`src/rtl/vga_pattern_gen.sv`:
```
// VGA test-pattern generator: bars, checker, gradient and a bouncing box.
// Two-stage pipeline; mode, frame count and box move only at frame start.
module vga_pattern_gen #(
  parameter int H_ACTIVE = 640,
  parameter int V_ACTIVE = 480,
  parameter int BOX      = 32,
  parameter int STEP     = 2
) (
  input  logic        vga_clk,
  input  logic        reset,
  input  logic [1:0]  iMode,
  input  logic        iBlank_n,
  input  logic        iHS,
  input  logic        iVS,
  input  logic [10:0] iX,
  input  logic [10:0] iY,
  output logic [3:0]  oR,
  output logic [3:0]  oG,
  output logic [3:0]  oB,
  output logic        oHS,
  output logic        oVS,
  output logic        oBlank_n,
  output logic [7:0]  oFrame_cnt
);

  localparam int         BAR_W  = H_ACTIVE / 8;
  localparam logic [9:0] BX_MAX = 10'(H_ACTIVE - BOX);
  localparam logic [9:0] BY_MAX = 10'(V_ACTIVE - BOX);

  logic        s1_blank;
  logic        s1_hs;
  logic        s1_vs;
  logic [10:0] s1_x;
  logic [10:0] s1_y;
  logic        vs_prev;
  logic        live;
  logic [1:0]  mode;
  logic [9:0]  bx;
  logic [9:0]  by;
  logic        dx;
  logic        dy;

  logic        frame_start;
  logic [10:0] bar_q;
  logic [2:0]  idx;
  logic        in_box;
  logic [11:0] rgb;
  logic [10:0] nx;
  logic [10:0] ny;

  // Result is {new_dir, new_pos}.
  function automatic logic [10:0] bounce(
    input logic [9:0] pos,
    input logic       dir,
    input logic [9:0] lim
  );
    logic [10:0] r;
    if (!dir) begin
      if ({1'b0, pos} + 11'(STEP) > {1'b0, lim})
        r = {1'b1, lim};
      else
        r = {1'b0, pos + 10'(STEP)};
    end else begin
      if (pos < 10'(STEP))
        r = {1'b0, 10'd0};
      else
        r = {1'b1, pos - 10'(STEP)};
    end
    return r;
  endfunction

  assign frame_start = vs_prev & ~s1_vs;
  assign nx = bounce(bx, dx, BX_MAX);
  assign ny = bounce(by, dy, BY_MAX);

  always_comb begin
    bar_q  = s1_x / 11'(BAR_W);
    idx    = (bar_q > 11'd7) ? 3'd7 : bar_q[2:0];
    in_box = (s1_x >= {1'b0, bx}) &&
             (s1_x < {1'b0, bx} + 11'(BOX)) &&
             (s1_y >= {1'b0, by}) &&
             (s1_y < {1'b0, by} + 11'(BOX));
    rgb = 12'h000;
    unique case (mode)
      2'd0: rgb = {{4{~idx[1]}}, {4{~idx[2]}}, {4{~idx[0]}}};
      2'd1: rgb = {12{s1_x[5] ^ s1_y[5]}};
      2'd2: rgb = {s1_x[9:6], s1_y[8:5], oFrame_cnt[7:4]};
      2'd3: rgb = in_box ? 12'hFFF : 12'h004;
    endcase
    if (!s1_blank)
      rgb = 12'h000;
  end

  always_ff @(posedge vga_clk or posedge reset) begin
    if (reset) begin
      s1_blank   <= 1'b0;
      s1_hs      <= 1'b1;
      s1_vs      <= 1'b1;
      s1_x       <= '0;
      s1_y       <= '0;
      vs_prev    <= 1'b0;
      live       <= 1'b0;
      mode       <= 2'd0;
      bx         <= '0;
      by         <= '0;
      dx         <= 1'b0;
      dy         <= 1'b0;
      oFrame_cnt <= '0;
      oR         <= '0;
      oG         <= '0;
      oB         <= '0;
      oHS        <= 1'b1;
      oVS        <= 1'b1;
      oBlank_n   <= 1'b0;
    end else begin
      s1_blank <= iBlank_n;
      s1_hs    <= iHS;
      s1_vs    <= iVS;
      s1_x     <= iX;
      s1_y     <= iY;
      // vs_prev only carries real samples, never the reset value
      live     <= 1'b1;
      vs_prev  <= s1_vs & live;
      if (frame_start) begin
        mode       <= iMode;
        oFrame_cnt <= oFrame_cnt + 8'd1;
        bx         <= nx[9:0];
        dx         <= nx[10];
        by         <= ny[9:0];
        dy         <= ny[10];
      end
      {oR, oG, oB} <= rgb;
      oHS          <= s1_hs;
      oVS          <= s1_vs;
      oBlank_n     <= s1_blank;
    end
  end

endmodule

```
`config.mk`:
```
export PLATFORM = sky130hd
export DESIGN_NAME = vga_pattern_gen
export DESIGN_NICKNAME = d
export VERILOG_FILES = /design/src/rtl/vga_pattern_gen.sv
export SDC_FILE = /design/constraint.sdc
export NUM_CORES = 1
export LEC_CHECK = 0
export CELL_PAD_IN_SITES_DETAIL_PLACEMENT = 0
export CELL_PAD_IN_SITES_GLOBAL_PLACEMENT = 2
export CORE_ASPECT_RATIO = 0.7
export CORE_MARGIN = 2
export CORE_UTILIZATION = 35
export CTS_BUF_LIST = sky130_fd_sc_hd__clkbuf_16
export CTS_CLUSTER_SIZE = 25
export DETAILED_ROUTE_END_ITERATION = 10
export PLACE_DENSITY = 0.9
export SYNTH_ARGS = -nofsm -noshare
export SYNTH_HDL_FRONTEND = slang
export SYNTH_SLANG_ARGS = --single-unit
```
`constraint.sdc`:
```
create_clock -name vga_clk -period 3.3 [get_ports vga_clk]
set_input_delay 0.66 -clock vga_clk [delete_from_list [all_inputs] [get_ports vga_clk]]
set_output_delay 0.66 -clock vga_clk [all_outputs]
set_load 0.02 [all_outputs]
```
* Word-level counts from Yosys, hierarchy flattened
Cells that the tools add are included.
Storage, ports and cells: bits in registers 74, word-level logic and storage cells 62
Operators by class: reductions and logical operators 4, $lt $le $gt $ge 9, bitwise gates (word level) 7, $add $sub $neg 9, eq/ne operators 3, div/mod/pow operators 1, mux-type cells 10
Operators by type and width (count):
- two-way mux 11 bit | 6
- one-hot mux 12 bit (4 select lines) | 1
- two-way mux 12 bit | 2
- adder 10 x 2 -> 11 bit, second input constant | 2
- adder 10 x 6 -> 11 bit, second input constant | 2
- greater-or-equal comparator 11 x 10 -> 1 bit | 2
- less-than comparator 11 bit | 2
- adder 10 x 2 -> 10 bit, second input constant | 2
- less-than comparator 10 x 2 -> 1 bit, second input constant | 2
- subtractor 10 x 2 -> 10 bit, second input constant | 2
- divider 11 x 7 -> 11 bit, second input constant | 1
- > comparator 11 x 10 -> 1 bit, second input constant | 1
- > comparator 11 x 3 -> 1 bit, second input constant | 1
- > comparator 11 x 9 -> 1 bit, second input constant | 1
- adder 8 x 1 -> 8 bit, second input constant | 1
- == test 2 bit, second input constant | 2
- inverter 1 bit | 4
- logical AND 1 bit | 3
- two-way mux 3 bit | 1
- AND 1 bit | 2
- == test 2 x 1 -> 1 bit, second input constant | 1
- zero test 2 bit | 1
- XOR 1 bit | 1

* Logic depth before layout (Yosys ltp)
Gate-level depths: netlist of the first run.
word-level depth 8, mapped depth 12, gate-level depth less buffers 10

* Least setup slack after synthesis of the first run
No wires, ideal clock.
path kind flip-flop to flip-flop, start reg bx[5], end reg oB[1], data required time 3214 ps, arrival 2387 ps, slack 827 ps, stages on the path, launching flop included 13, cells stage by stage dfrtp_1 -> buf_2 -> inv_1 -> nor3_1 -> nand3_1 -> ha_1 -> a22oi_1 -> o311a_1 -> o21ai_0 -> a211oi_1 -> o221ai_1 -> buf_2 -> a32oi_1
Between the ends: word-level cells in the longest chain between the ends 8, elaborated cells between the ends (all ways) 9, classes of those cells add/sub: 1; order compare: 2; mux: 3; reduce/logical: 3
RTL lines:
- start: declaration | line 38 | logic [9:0] bx;
- start signal: assignment | line 127 | bx <= nx[9:0];
- adder 10 x 6 -> 11 bit | line 80 | (s1_x < {1'b0, bx} + 11'(BOX)) &&
- less-than comparator 11 bit | line 80
- logical AND 1 bit (*) | line 79 | in_box = (s1_x >= {1'b0, bx}) &&
- logical AND 1 bit (*) | line 80
- logical AND 1 bit (*) | line 81 | (s1_y >= {1'b0, by}) &&
- two-way mux 12 bit (*) | line 88 | 2'd3: rgb = in_box ? 12'hFFF : 12'h004;
- one-hot mux 12 bit (4 select lines) (*) | line 84 | unique case (mode)
- two-way mux 12 bit (*) | line 90 | if (!s1_blank)
- via rgb[1] | line 47 | logic [11:0] rgb;
- end signal: assignment | line 132 | {oR, oG, oB} <= rgb;
- end: declaration | line 19 | output logic [3:0] oB,
The timed path passes the listed nets; every way through them passes the cells marked *. A chain may end at the register's enable or synchronous reset.

* Worst setup path after layout of the first run
start reg bx[5], end reg oB[3]
The elaborated chain is that of the path after synthesis.

==> impl_metrics.toml, run 1 <==
[route]
wl_met3_um = 541
drcViolationCount = 0
vias = 3897
wire_per_inst_um = 16.4
topRoutingLayerUsed = "met4"
drt_iter0_markers = 341
routed_via_density = 5.56
wl_met1_um = 6230
dr_wl_met2_um = 4580
firstDrtPassIters = 6
antenna_left = 0
wirelength_um = 11500

[finish]
drive_gt1_frac = 0.0835
synthToLayoutAreaGrowth_pct = 21.9
final_cells = 701
diodes = 0
fin_nets = 603
final_area_um2 = 5470

[clock_tree]
cts.clk_slew.worst_paths_ns = 0.06
clk_latency_ns = 0.33
cts_tree = "done"
cts_buffers = 9
clk_root_buffer_cell = "clkbuf_16"
clkSinkCount = 71
post_cts_resized = 0
cts-htree-levels = 3
post-cts-setup-buffer-count = 0
clockBufferDepth = 2
hold_buffers = 0

[worst_setup_path]
critPathArrivalTime_ns = 3.01
path_buf_inv = 2
r2r_slack_ns = 0.53
path_max_fanout = 11
cp_slowest_cell = "dfrtp_1"
crit_type = "reg2reg"
cp_cell_sequence = "inv_1 -> nor3_1 -> nand3_1 -> ha_1 -> a22oi_1 -> o311a_1 -> o21ai_0 -> a211oi_1 -> o221ai_1 -> buf_4 -> a32oi_1"
critical_path.top_delay_family = "compound AO/OA/AOI/OAI gates"
critical_path_required_ns = 3.54
worstSetupEndpointType = "register"
critPathLaunchType = "register"
critPathMaxStageDelay_ns = 0.54

[synthesis]
syn_nets = 558
synth_seq_cells = 71
synth_area_leader_cell = "dfrtp_1"
yosys.area_share.simple = 0.195
synth_area_um2 = 4490
synth-adder-area-share = 0.111
yosysWarnings = 0
synth_top_area_frac = 0.374
avgSynthCellArea_um2 = 9.15
yosys-top-cells-area = "dfrtp_1 (37%), ha_1 (11%), a21oi_1 (4.2%), xnor2_1 (3.9%), o21ai_0 (3.0%)"
synthFlopType = "dfrtp_1"
synth_top_family_by_area = "compound AO/OA/AOI/OAI gates"
synth-edff-count = 0
synth_compound_area_frac = 0.200
async_flop_share = 1.00
yosysSeqAreaShare = 0.397
postSynthCellCount = 490
synth_cell_types = 66
synthXorXnorAreaFrac = 0.0410
muxShareOfSynthArea = 0.00251

[grt]
antenna_found_initial = 0
grt_pass1_wl_um = 19400
overflow = 0
grt_pass1_vias = 3710
grt_max_degree = 29
grt_usage = 0.177

[floorplanning]
dieHeight_um = 98.7
io_pins = 52
die_x_um = 139
die-area_um2 = 13800
core_um2 = 12500
rows = 34
initial_core_util = 0.360

[status]
outcome = "complete, no violations"

[timing]
fin_skew_ns = 0.00588
hold_viol = 0
layout_setup_ws_ns = 0.530
timing.final.crit_share = 0.839
fmaxAchievable_mhz = 361
maxSlewViolCount = 0
setup_tns_ns = 0
setup_viol = 0
slew-limit-headroom = 0.355
tightest_slew_ns = 0.963
min_period_ns = 2.77
rsz0062_at_grt = "no"

[power_and_ir_drop]
power.leakage_nw = 2.24
vdd.ir_drop.worst_mv = 0.400
power_density_nw_per_um2 = 670

[flow_run]
cap_violations = 0

[placement]
place_congestion = 0.865
place_hpwl_um = 8650
placement.io_buffers = 50
placed_cell_area_um2 = 5150
pre_cts_ws_ns = 0.526
place_inst = 686

[hold_path]
min_path_type = "reg2reg"
[cells in the final DEF, fill, tap and decap left out, types with 3 or more instances in the layout]
cell type         n
ha_1             39
dfstp_2           4
o211ai_1          4
nand4_1          17
nor2b_1           4
inv_1            26
nor2_1           29
xnor2_1          20
clkdlybuf4s50_1  50
and2_1            3
a22oi_1           4
o31ai_1           6
nand2b_1         18
a21oi_1          38
o21ai_0          27
nor4_1            8
o21a_1            5
clkbuf_16         9
nor3_1           10
a31oi_1          10
buf_4            12
a32oi_1           4
nor4b_1           3
a211o_1           4
o221ai_1          3
nand3_1          19
nand2_1          31
dfrtp_1          67
a2111oi_0         3
and3_1            7
o22ai_1           5
[synth_stat cells, types with 6 or more instances]
| master | n |
|---|---|
| a21oi_1 | 38 |
| a31oi_1 | 10 |
| and3_1 | 7 |
| buf_2 | 12 |
| clkbuf_1 | 13 |
| dfrtp_1 | 67 |
| ha_1 | 39 |
| inv_1 | 27 |
| nand2_1 | 31 |
| nand2b_1 | 18 |
| nand3_1 | 19 |
| nand4_1 | 17 |
| nor2_1 | 29 |
| nor3_1 | 10 |
| nor4_1 | 8 |
| o21ai_0 | 27 |
| o31ai_1 | 6 |
| xnor2_1 | 20 |
[stage by stage]
stage          hold WS (ns)  power, mW  utilization
6_report              0.356       3.66        0.439
4_1_cts               0.358       3.68        0.439
2_1_floorplan         0.345       2.20            -
5_1_grt               0.363       3.93        0.439
3_3_place_gp          0.348       2.62        0.414
3_5_place_dp          0.349       2.64        0.414
[kinds of logic (layout without fill, tap and decap cells)]
group,Yosys count,after routing
adders and majority gates,40,40
other,1,1
buffers and inverters,56,105
muxes,1,1
and+or+nand+nor,164,164
AOI/OAI and AO/OA,136,136
xor gates and xnor gates,21,21
DFF,71,71
[power breakdown]
group / internal (mW) / total (mW) / switching [mW] / leakage, nW
registers: 1.01 / 1.25 / 0.237 / 0.862
logic: 0.620 / 1.39 / 0.774 / 1.23
clock network: 0.655 / 1.02 / 0.363 / 0.153
total: 2.29 / 3.66 / 1.37 / 2.24
[final timing paths]
path / from / to / cells past startpoint
worst min register to register: s1_hs$_DFF_PP1_ / oHS$_DFF_PP1_ / 0
worst max-delay path: bx[5]$_DFFE_PP0P_ / oB[3]$_DFF_PP0_ / 11
min in group asynchronous: reset / vs_prev$_DFF_PP0_ / 2
worst min-delay path: s1_hs$_DFF_PP1_ / oHS$_DFF_PP1_ / 0
max in group asynchronous: reset / s1_y[6]$_DFF_PP0_ / 3
worst max register to register: bx[5]$_DFFE_PP0P_ / oB[3]$_DFF_PP0_ / 11
[routing by layer]
layer / up-vias / global-route usage
met5: - / 0
met4: 0 / 0.0521
met1: 1887 / 0.275
li1: 1902 / -
met3: 12 / 0.0384
met2: 96 / 0.242
[area by class of cell]
cell class                 instances  area, um^2
clock inverter                     6        86.3
inverter                          28         105
fill                            1217        7000
timing repair buffer              62         591
clock buffer                       9         225
tap                              162         203
sequential                        71        1780
multi-input combinational        363        2470
[worst reg2reg max path: stages, from the launching register on]
cell and delay, ns:
dfrtp_1 0.54, inv_1 0.24, nor3_1 0.24, nand3_1 0.13, ha_1 0.33, a22oi_1 0.19
o311a_1 0.19, o21ai_0 0.07, a211oi_1 0.22, o221ai_1 0.14, buf_4 0.21, a32oi_1 0.18
[flip-flops by register name, summed over array words and instances (netlist names), 2 cells and up]
signal      cells
oB              4
oG              4
s1_x           10
s1_y           11
oFrame_cnt      8
bx              9
oR              4
mode            2
by              9
Note: power is estimated with default switching activity, not from simulation.
==> inputs of run 2 (changes only) <==
Settings changed: CORE_UTILIZATION 35 to 32, PLACE_DENSITY 0.9 to 0.87.
Clock period 3.3 ns to 2.35 ns, I/O delays scaled along.
==> run 2 against run 1 <==
Net effect:
- the flow now finishes with violations (setup timing)
- first-iteration DRC count up 5.0%
- count of clock-buffer cells in the layout unchanged
- global-route usage down 0.28 points
- non-clock buffer count up 47
- critical path depth down 1
- clock skew up 0.0013 ns
- via count up 6.6%
==> impl_metrics.toml, run 2 (synthesized netlist as in run 1, its figures left out) <==
[timing]
fin_skew_ns = 0.00714
hold_ws_ns = 0.357
hold_viol = 0
fmaxAchievable_mhz = 417
layout_setup_ws_ns = -0.0462
rsz0062_at_grt = "yes"
min_period_ns = 2.40
setup_viol = 11
maxSlewViolCount = 0
timing.final.crit_share = 1.02
tightest_slew_ns = 0.643
slew-limit-headroom = 0.571

[worst_setup_path]
critical_path_required_ns = 2.61
r2r_slack_ns = -0.05
critPathArrivalTime_ns = 2.65
path_max_fanout = 6
worstSetupEndpointType = "register"
critPathLaunchType = "register"
crit_type = "reg2reg"

[placement]
placed_cell_area_um2 = 5570
place_hpwl_um = 9160
place_inst = 758
placement.io_buffers = 50
place_congestion = 0.854

[route]
routed_via_density = 5.34
wl_met1_um = 6260
drt_iter0_markers = 358
topRoutingLayerUsed = "met4"
wire_per_inst_um = 16.0
drcViolationCount = 0
firstDrtPassIters = 6
wirelength_um = 12500
antenna_left = 0
wl_met3_um = 816
vias = 4153
dr_wl_met2_um = 5240

[clock_tree]
hold_buffers = 0
clkSinkCount = 71
clk_latency_ns = 0.34
clockBufferDepth = 2
cts.clk_slew.worst_paths_ns = 0.06
clk_root_buffer_cell = "clkbuf_16"
cts-htree-levels = 3
cts_tree = "done"
cts_buffers = 9

[power_and_ir_drop]
power_mw = 5.56
power.leakage_nw = 2.50
power_density_nw_per_um2 = 921
vdd.ir_drop.worst_mv = 0.453

[status]
failed_checks = "setup timing"
outcome = "finished with violations"

[floorplanning]
die-area_um2 = 15000
initial_core_util = 0.325
io_pins = 52
rows = 36
die_x_um = 146
dieHeight_um = 103
core_um2 = 13800

[finish]
final_cells = 777
fin_nets = 650
fin_util = 0.438
mostFrequentLayoutCells = "dfrtp_1 (65), buf_4 (53), clkdlybuf4s50_1 (50)"
final_area_um2 = 6040
top_regs = "s1_y x11, s1_x x10"
drive_gt1_frac = 0.206
largest_register = "s1_y"
mostFrequentLayoutCell = "dfrtp_1"
synthToLayoutAreaGrowth_pct = 34.6
diodes = 0
largest_register_ffs = 11

[hold_path]
min_path_type = "reg2reg"

[grt]
antenna_found_initial = 0
grt_max_degree = 33
grt_pass1_vias = 4013
grt_usage = 0.174
overflow = 0
grt_pass1_wl_um = 20700

[flow_run]
cap_violations = 0
==> run 2: changes by cell type in the layout (fill, tap and decap cells not counted), sizes merged <==
cell	before	now
buf	12	59
inv	27	32
clkinv	5	2
bufinv	2	0
clkinvlp	0	1
==> run 2: repair_timing <==
| action | in CTS | in global routing |
|---|---|---|
| gates resized for setup | 18 | 17 |
| pin swaps | 0 | 5 |
| setup buffers | 1 | 1 |
| endpoints found under the setup margin | 11 | 13 |
| gates cloned | 1 | 0 |
==> run 2: cell type report <==
cell class / instances / area, um^2
well taps: 190 / 238
clock inverters: 7 / 62.6
flip-flops and latches: 71 / 1780
clock buffers: 9 / 225
fillers: 1351 / 7750
inverters: 28 / 106
multi-input cells: 363 / 2630
repair buffers: 109 / 992
==> run 2: critical path, stage by stage, from the launching register on <==
cell and delay (ns):
dfrtp_2 0.45, ha_4 0.19, xnor2_2 0.12, ha_1 0.27, o21a_1 0.19, o211ai_1 0.27
nor4b_2 0.10, a211oi_2 0.22, o221ai_2 0.15, buf_6 0.18, a32oi_1 0.16
==> run 2: worst paths after layout <==
path                       cells past startpoint               from                 end
setup / recovery                              10  by[5]$_DFFE_PP0P_     oB[0]$_DFF_PP0_
hold / removal                                 0    s1_hs$_DFF_PP1_       oHS$_DFF_PP1_
setup reg to reg                              10  by[5]$_DFFE_PP0P_     oB[0]$_DFF_PP0_
hold reg to reg                                0    s1_hs$_DFF_PP1_       oHS$_DFF_PP1_
max in group asynchronous                      3              reset  s1_y[10]$_DFF_PP0_
min in group asynchronous                      2              reset   bx[1]$_DFFE_PP0P_
==> run 2: metal layers <==
| layer | GRT usage | vias up |
|---|---|---|
| li1 | - | 1988 |
| met3 | 0.0425 | 24 |
| met4 | 0.0475 | 0 |
| met5 | 0 | - |
| met1 | 0.250 | 1978 |
| met2 | 0.262 | 163 |
==> run 2: where the power goes <==
part	total (mW)	switching (mW)	internal, mW	leakage, nW
registers	1.63	0.207	1.42	0.860
logic	2.58	1.38	1.20	1.50
clock network	1.34	0.605	0.739	0.139
total	5.56	2.19	3.37	2.50
==> run 2: metrics by stage <==
stage,setup TNS (ns),setup WS (ns)
floorplan,0,0.000555
global route,-1.49,-0.161
finish,-0.340,-0.0462
global placement,-1.96,-0.211
detailed placement,-2.64,-0.268
CTS,-0.571,-0.0874
==> inputs of run 3 (changes only) <==
Settings changed: CORE_UTILIZATION 32 to 36, DONT_BUFFER_PORTS from default to 1, PLACE_DENSITY 0.87 to 0.86.
==> run 3 against run 2 <==
Net effect:
- the run still ends with setup timing left
- total power down 4.1%
- wire length down 0.75%
- via count down 4.2%
- critical path type unchanged
- largest power group unchanged
- highest routed layer unchanged
==> impl_metrics.toml, run 3 (synthesized netlist as in run 1, its figures left out) <==
[route]
routed_via_density = 5.69
wirelength_um = 12400
vias = 3979
drcViolationCount = 0
wire_per_inst_um = 17.7
drt_iter0_markers = 356
firstDrtPassIters = 5
antenna_left = 0

[timing]
hold_viol = 0
setup_viol = 12
slew-limit-headroom = 0.520
layout_setup_ws_ns = -0.0792
tightest_slew_ns = 0.714
rsz0062_at_grt = "yes"
fmaxAchievable_mhz = 412
timing.final.crit_share = 1.03
setup_tns_ns = -0.703
hold_ws_ns = 0.0536
maxSlewViolCount = 0
min_period_ns = 2.43
fin_skew_ns = 0.0108

[clock_tree]
hold_buffers = 0
clk_latency_ns = 0.34
clk_root_buffer_cell = "clkbuf_16"
clockBufferDepth = 2
cts.clk_slew.worst_paths_ns = 0.06
clkSinkCount = 71
cts-htree-levels = 3
cts_buffers = 9
cts_tree = "done"

[power_and_ir_drop]
intPower_mw = 3.18
power_density_nw_per_um2 = 984
clkPwrFrac = 0.237
power_mw = 5.33
power.leakage_nw = 2.29
p_comb_frac = 0.435
vdd.ir_drop.worst_mv = 0.353
p_switching_mw = 2.15
swShare = 0.403
power_frac_seq = 0.329

[finish]
synthToLayoutAreaGrowth_pct = 20.7
largest_register_ffs = 11
mostFrequentLayoutCell = "dfrtp_1"
top_regs = "s1_y x11, s1_x x10"
diodes = 0
drive_gt1_frac = 0.214
mostFrequentLayoutCells = "dfrtp_1 (64), buf_4 (55), ha_1 (38)"
largest_register = "s1_y"
fill_cells = 1194
fin_nets = 600
fin_util = 0.440

[floorplanning]
rows = 34
die-area_um2 = 13400
dieHeight_um = 97.4
io_pins = 52
die_x_um = 137
core_um2 = 12300
initial_core_util = 0.365

[worst_setup_path]
path_max_fanout = 5
worstSetupEndpointType = "register"
critPathLaunchType = "register"
crit_type = "reg2reg"
critical_path_required_ns = 2.54
critPathArrivalTime_ns = 2.62

[hold_path]
min_path_type = "in2async"

[placement]
place_hpwl_um = 8820
pre_cts_ws_ns = -0.113
placement.io_buffers = 0
place_congestion = 0.843

[status]
outcome = "finished with violations"
failed_checks = "setup timing"

[grt]
grt_pass1_vias = 3797
overflow = 0
antenna_found_initial = 0
grt_usage = 0.189
grt_pass1_wl_um = 19900
grt_max_degree = 49

[flow_run]
cap_violations = 0
==> run 3: area by class of cell <==
cell class	count	area, um^2	share of cell area
clock buffers	9	225	0.0416
multi-input cells	363	2580	0.476
well taps	162	203	0.0374
flip-flops and latches	71	1790	0.330
clock inverters	7	42.5	0.00786
inverters	28	106	0.0196
repair buffers	59	475	0.0878
==> run 3: critical path, stage by stage (launching register included) <==
cell and delay, ns:
dfrtp_2 0.46, ha_4 0.19, and3_4 0.18, xnor2_1 0.12, ha_1 0.28, o211ai_1 0.13, nor4b_2 0.33, a211oi_2 0.07
o221ai_2 0.28, buf_4 0.19, a32oi_1 0.05
==> run 3: repair_timing <==
item                                    in CTS  in global routing
buffers inserted                             0                  3
gates resized for setup                      5                 21
pin swaps                                    2                 11
endpoints found under the setup margin      11                 18
gates cloned                                 0                  1
==> run 3: through the flow <==
step | cells | area (um^2)
after floorplan | 490 | 4510
after global placement | 679 | 5010
final | 699 | 5420
after CTS | 695 | 5300
after global routing | 699 | 5420
after detailed placement | 679 | 5010
==> run 3: path summary, 6_finish.rpt <==
kind	start	to	slack, ns	cells after the start
setup / recovery	by[6]$_DFFE_PP0P_	oB[0]$_DFF_PP0_	-0.08	10
hold / removal	reset	bx[4]$_DFFE_PP0P_	0.05	1
setup reg to reg	by[6]$_DFFE_PP0P_	oB[0]$_DFF_PP0_	-0.08	10
hold reg to reg	s1_hs$_DFF_PP1_	oHS$_DFF_PP1_	0.37	0
max in group asynchronous	reset	oR[3]$_DFF_PP0_	1.64	2
min in group vga_clk	iVS	s1_vs$_DFF_PP1_	0.12	0
==> run 3: layer usage <==
metal	routed length [um]	global-route usage
met1	6140	0.284
met2	5330	0.269
met3	763	0.0443
met4	139	0.0523
met5	0	0
==> run 3: power by group through the flow <==
stage                     clock network [mW]  registers [mW]  logic [mW]
after global routing                    1.34            1.80        2.57
final                                   1.26            1.75        2.32
after global placement                     0            1.75        2.06
after floorplan                            0            1.69        1.43
after detailed placement                   0            1.76        2.13
after CTS                               1.27            1.74        2.17
